**src/rtl/arb_requester_4.sv**
```systemverilog
`default_nettype none
// ============================================================================
// Module   : arb_requester_4
// Purpose  : Requester-side front end for a 4-way round-robin arbiter.
//            Each of four source ports fills a private FIFO; req[i] is held
//            while FIFO i is non-empty, and every legal grant pops the
//            granted FIFO head onto a single registered output. Illegal
//            grants (multi-hot, or one-hot to a non-requesting port) set a
//            sticky error flag.
// Ports    : clk, rst            - clock, synchronous active-high reset
//            in_valid/in_data    - per-port push strobe and data
//            in_ready            - per-port FIFO not full (0 during reset)
//            req                 - request vector to arbiter (0 during reset)
//            gnt/valid           - grant vector and its qualifier
//            out_valid/out_port/out_data - popped word, 1-cycle latency
//            gnt_err             - sticky grant protocol error
// Revision : 1.0 - initial release
// ============================================================================
module arb_requester_4 #(
    parameter int unsigned DW    = 8,
    parameter int unsigned DEPTH = 4
) (
    input  logic            clk,
    input  logic            rst,
    input  logic [3:0]      in_valid,
    input  logic [4*DW-1:0] in_data,
    output logic [3:0]      in_ready,
    output logic [3:0]      req,
    input  logic [3:0]      gnt,
    input  logic            valid,
    output logic            out_valid,
    output logic [1:0]      out_port,
    output logic [DW-1:0]   out_data,
    output logic            gnt_err
);

    localparam int unsigned       c_CW   = $clog2(DEPTH + 1);
    localparam int unsigned       c_PW   = $clog2(DEPTH);
    localparam logic [c_CW-1:0]   c_FULL = c_CW'(DEPTH);

    logic [3:0]      w_not_full;
    logic [3:0]      w_has_data;
    logic [4*DW-1:0] w_head;

    logic            w_multi;
    logic            w_onehot;
    logic            w_hit;
    logic            w_grant_ok;
    logic            w_bad;
    logic [1:0]      w_idx;
    logic [DW-1:0]   w_sel_data;

    logic            r_out_valid_q, w_out_valid_d;
    logic [1:0]      r_out_port_q,  w_out_port_d;
    logic [DW-1:0]   r_out_data_q,  w_out_data_d;
    logic            r_gnt_err_q,   w_gnt_err_d;

    // ------------------------------------------------------------------
    // Grant decode. req is derived from registered counts only, so the
    // legality check compares against the un-gated has-data vector; the
    // reset term is folded in separately so nothing pops during reset.
    // ------------------------------------------------------------------
    assign w_multi    = |(gnt & (gnt - 4'd1));
    assign w_onehot   = (gnt != 4'd0) && !w_multi;
    assign w_hit      = |(gnt & w_has_data);
    assign w_grant_ok = !rst && valid && w_onehot && w_hit;
    assign w_bad      = !rst && valid && (w_multi || (w_onehot && !w_hit));

    always_comb begin
        w_idx      = 2'd0;
        w_sel_data = w_head[DW-1:0];
        for (int i = 0; i < 4; i++) begin
            if (gnt[i]) begin
                w_idx      = 2'(i);
                w_sel_data = w_head[i*DW +: DW];
            end
        end
    end

    // ------------------------------------------------------------------
    // Per-port FIFOs
    // ------------------------------------------------------------------
    for (genvar i = 0; i < 4; i++) begin : g_port
        logic [c_CW-1:0] r_cnt_q,  w_cnt_d;
        logic [c_PW-1:0] r_wptr_q, w_wptr_d;
        logic [c_PW-1:0] r_rptr_q, w_rptr_d;
        logic [DW-1:0]   r_mem_q [DEPTH];
        logic            w_push;
        logic            w_pop;

        assign w_not_full[i]        = (r_cnt_q != c_FULL);
        assign w_has_data[i]        = (r_cnt_q != '0);
        // Push uses the pre-pop count: a full FIFO refuses even while popping.
        assign w_push               = !rst && in_valid[i] && w_not_full[i];
        assign w_pop                = w_grant_ok && gnt[i];
        assign w_head[i*DW +: DW]   = r_mem_q[r_rptr_q];

        always_comb begin
            w_cnt_d  = r_cnt_q;
            w_wptr_d = r_wptr_q;
            w_rptr_d = r_rptr_q;
            if (w_push) begin
                w_wptr_d = r_wptr_q + c_PW'(1);
            end
            if (w_pop) begin
                w_rptr_d = r_rptr_q + c_PW'(1);
            end
            if (w_push && !w_pop) begin
                w_cnt_d = r_cnt_q + c_CW'(1);
            end else if (!w_push && w_pop) begin
                w_cnt_d = r_cnt_q - c_CW'(1);
            end
        end

        always_ff @(posedge clk) begin
            if (rst) begin
                r_cnt_q  <= '0;
                r_wptr_q <= '0;
                r_rptr_q <= '0;
            end else begin
                r_cnt_q  <= w_cnt_d;
                r_wptr_q <= w_wptr_d;
                r_rptr_q <= w_rptr_d;
            end
        end

        // Storage needs no reset: contents are only visible through counts.
        always_ff @(posedge clk) begin
            if (w_push) begin
                r_mem_q[r_wptr_q] <= in_data[i*DW +: DW];
            end
        end
    end

    // ------------------------------------------------------------------
    // Registered output stage
    // ------------------------------------------------------------------
    always_comb begin
        w_out_valid_d = w_grant_ok;
        w_out_port_d  = r_out_port_q;
        w_out_data_d  = r_out_data_q;
        w_gnt_err_d   = r_gnt_err_q | w_bad;
        if (w_grant_ok) begin
            w_out_port_d = w_idx;
            w_out_data_d = w_sel_data;
        end
    end

    always_ff @(posedge clk) begin
        if (rst) begin
            r_out_valid_q <= 1'b0;
            r_out_port_q  <= 2'd0;
            r_out_data_q  <= '0;
            r_gnt_err_q   <= 1'b0;
        end else begin
            r_out_valid_q <= w_out_valid_d;
            r_out_port_q  <= w_out_port_d;
            r_out_data_q  <= w_out_data_d;
            r_gnt_err_q   <= w_gnt_err_d;
        end
    end

    assign in_ready  = rst ? 4'd0 : w_not_full;
    assign req       = rst ? 4'd0 : w_has_data;
    assign out_valid = r_out_valid_q;
    assign out_port  = r_out_port_q;
    assign out_data  = r_out_data_q;
    assign gnt_err   = r_gnt_err_q;

endmodule
`default_nettype wire
```
**config.mk**
```make
export PLATFORM = sky130hd
export DESIGN_NAME = arb_requester_4
export DESIGN_NICKNAME = d
export VERILOG_FILES = /design/src/rtl/arb_requester_4.sv
export SDC_FILE = /design/constraint.sdc
export NUM_CORES = 1
export LEC_CHECK = 0
export CAP_MARGIN = 20
export CORE_MARGIN = 1.5
export CORE_UTILIZATION = 35
export DETAILED_ROUTE_END_ITERATION = 12
export GPL_ROUTABILITY_DRIVEN = 0
export GPL_TIMING_DRIVEN = 1
export PLACE_DENSITY = 0.63
export SYNTH_ARGS = -nofsm -noshare
export SYNTH_HDL_FRONTEND = slang
export SYNTH_SLANG_ARGS = --single-unit
```
**constraint.sdc**
```tcl
create_clock -name clk -period 3.2 [get_ports clk]
set_clock_uncertainty 0.1 [all_clocks]
set_input_delay 0.8 -clock clk [delete_from_list [all_inputs] [get_ports clk]]
set_output_delay 0.8 -clock clk [all_outputs]
set_load 0.02 [all_outputs]
```
==> results.py <==
metrics = {
    "outcome": {
        "status": "finished, final reports clean",
    },
    "floorplan": {
        "die_h_um": 148,
        "rows": 52,
        "top_level_ports": 63,
        "die-width_um": 148,
        "core_area_mm2": 0.0205,
        "fp.dieArea_mm2": 0.0220,
        "initial_utilization_pct": 36.1,
    },
    "sta": {
        "max_slew_margin_pct": 62.2,
        "final-max-slew-violation-count": 0,
        "final-setup-viol-count": 0,
        "finalCriticalPeriod_ns": 3.09,
        "hold-worst-slack_ns": 0.365,
        "layout_worst_path_cycle_share_pct": 96.5,
        "worstMarginPinSlew_ns": 0.567,
        "max_clock_freq_mhz": 324,
        "hold_viol_final": 0,
    },
    "logic_synthesis": {
        "synth_cells": 454,
        "synth.top_cells.by_area": "edfxtp_1 (52%), dfxtp_1 (13%), mux4_2 (9.7%)",
        "synthesis.nets": 521,
        "count_of_cell_types_in_the_netlist": 44,
        "post_synth_arst_share_pct": 0,
        "yosys_warnings": 0,
        "synth_area_mm2": 0.00740,
        "synth_ff_type": "edfxtp_1",
        "synthesis.area_per_instance_um2": 16.3,
        "yosys_register_bits": 176,
        "synth_enable_flop_cells": 128,
        "netlist.top_cell.by_area": "edfxtp_1",
        "synth_top_area_share_pct": 52.0,
        "synth.yosys.seq_area_share_pct": 65.0,
    },
    "cells_and_area": {
        "layout_common_cells": "edfxtp_1 (128), clkdlybuf4s50_1 (58), dfxtp_1 (48), buf_4 (34), mux4_2 (32)",
        "final_layout_size_suffix_gt1_share_pct": 22.2,
        "final_design_area_no_fill_mm2": 0.00914,
        "fillCellCount": 1774,
        "syn2layout_area_growth_pct": 23.6,
        "fin_nets": 617,
        "layout_commonest_cell": "edfxtp_1",
    },
    "job": {
        "drv.max_cap_violation_count": 0,
    },
    "critical_path": {
        "worstPathArrival_ns": 3.35,
        "crit_end_element": "flip-flop",
        "critPathLaunchType": "input port",
        "crit_path_start": "gnt[2]",
        "r2r_start": "g_port[0].r_cnt_q[2]",
        "critical_path_class": "in -> reg",
        "required_ns": 3.46,
        "critPathMaxFanout": 5,
        "termination_of_the_worst_setup_path": "g_port[3].r_cnt_q[2]",
        "r2r.worst_path.cells": 9,
        "ff2ff_setup_slack_ns": 0.56,
        "r2r-end": "g_port[3].r_cnt_q[2]",
    },
    "clocking": {
        "root_buffer": "clkbuf_16",
        "tritoncts": "built",
        "clock_sink_count": 176,
        "max-clock-path-buffers": 2,
        "clock_tree.htree_level_count": 4,
        "clkSlewWorstSetupHoldPaths_ns": 0.07,
        "clk_latency_ns": 0.42,
        "cts_bufs_inserted": 17,
    },
    "route": {
        "vias_per_cell": 4.91,
        "route.vias.total": 4092,
        "detailedRoute.firstPassIterationCount": 4,
        "wire_per_inst_um": 17.8,
        "detailedRoute.firstIterationViolations": 301,
        "antenna_violating_nets_post_route": 0,
        "wirelength_mm": 14.8,
        "remaining_drc_errors": 0,
    },
    "grt": {
        "number_of_global_route_vias_before_repair": 4324,
        "global_route.overflow_total": 0,
        "antenna_found_initial": 1,
        "grt_util_all_layers_pct": 14.4,
        "maximum_number_of_pins_on_one_net_before_global_route_repair": 53,
        "global_route_wire_length_before_repair_mm": 23.7,
    },
    "power": {
        "leakage_power_figure_nw": 3.20,
        "largest_voltage_drop_on_the_vdd_net_uv": 328,
        "power.density_cell_area_mw_per_mm2": 589,
    },
    "placed_design": {
        "detailed_place.area_mm2": 0.00849,
        "port-buffer-count": 62,
        "detailedPlacementHpwl_mm": 10.7,
    },
    "hold_path": {
        "hold_path_class": "reg -> reg",
    },
}
-- cells by family after synthesis --
group | Yosys count | synth area share (%)
flip-flops | 176 | 65.0
buffers and inverters | 39 | 2.67
AND/OR/NAND/NOR | 87 | 7.00
AO/OA/AOI/OAI | 66 | 7.31
multiplexers | 48 | 11.9
adder cells (fa/ha/maj) | 25 | 4.60
XOR/XNOR | 13 | 1.54
-- worst max-delay path, cell delays in order --
cell,delay (ns)
clkdlybuf4s50_1,0.60
nor2_1,0.10
a211o_2,0.43
nand3_1,0.16
ha_1,0.19
inv_1,0.06
fa_1,0.38
xor2_1,0.16
or3_1,0.32
a21oi_1,0.15
-- layout make-up --
cell class | count | area, µm² | area share, %
diodes | 1 | 2.50 | 0.0274
clock buffers | 17 | 425 | 4.65
clock inverters | 15 | 208 | 2.27
inverters | 19 | 71.3 | 0.780
multi-input cells | 239 | 2390 | 26.2
flip-flops and latches | 176 | 4800 | 52.6
well taps | 270 | 338 | 3.70
repair buffers | 97 | 898 | 9.83
-- worst min-delay path by stage --
stage	from	endpoint	slack [ns]	depth (start not counted)
2_1_floorplan	g_port[3].r_rptr_q[1]	flip-flop	0.33	1
4_1_cts	g_port[0].r_rptr_q[1]	g_port[0].r_rptr_q[1]	0.37	1
5_1_grt	g_port[1].r_rptr_q[0]	g_port[1].r_rptr_q[0]	0.40	1
6_report	g_port[0].r_rptr_q[1]	g_port[0].r_rptr_q[1]	0.37	1
3_3_place_gp	g_port[3].r_rptr_q[1]	g_port[3].r_rptr_q[1]	0.35	1
3_5_place_dp	g_port[0].r_rptr_q[1]	g_port[0].r_rptr_q[1]	0.36	1
-- layer usage --
metal | GRT usage, % | wire, µm | vias to the layer above
met2 | 23.7 | 7300 | 81
met5 | 0 | 0 | -
met3 | 3.47 | 561 | 14
li1 | - | - | 1944
met1 | 18.8 | 6790 | 2053
met4 | 4.95 | 190 | 0
-- synth_stat cells (2+ instances only) --
cell type and n:
buf_2 4, fa_1 4, nand2b_1 8, a211oi_2 4, xnor2_1 4, nand4_1 5, nor2_1 25, o22ai_1 17
nor2b_1 9, inv_1 18, and2_1 16, edfxtp_1 128, ha_1 20, mux2i_1 15, o31ai_1 4, clkbuf_1 8
nor3_1 5, xor2_1 9, o31ai_2 12, a311oi_2 2, o21ai_0 12, or3_1 4, buf_6 2, a21oi_1 10
dfxtp_1 48, nand3_4 2, mux4_2 32, nand3_1 2, nand2_1 7, buf_4 4
-- registers in the layout, summed over array words and instances, names as in the netlist, named ones only --
register         count
g_port.r_cnt_q      12
g_port.r_mem_q     128
g_port.r_rptr_q      8
g_port.r_wptr_q      8
gnt_err              1
out_data             8
out_port             2
out_valid            1
-- through the flow --
stage	std cells	setup WS [ns]	power [W]	TNS (ns)	util (%)
floorplan	454	0.156	0.00300	0	-
detailed placement	800	-0.389	0.00325	-2.11	41.4
global placement	800	-0.229	0.00322	-1.17	41.4
finish	834	0.112	0.00539	0	44.6
CTS	832	0.0555	0.00543	0	44.5
global route	833	-0.000956	0.00557	-0.000956	44.6
-- power breakdown --
group	total, W	internal [W]	leakage, nW	switching, W
clock network	0.00219	0.00132	0.310	0.000868
logic	0.000581	0.000284	1.34	0.000297
registers	0.00262	0.00254	1.55	0.0000766
total	0.00539	0.00415	3.20	0.00124
-- repair_timing --
item / 4_1_cts / 5_1_grt
resized for setup: 0 / 3
hold buffers: 0 / 0
setup endpoints to repair: 0 / 3
setup buffers: 0 / 1
Power figures use the tool's default switching activity.
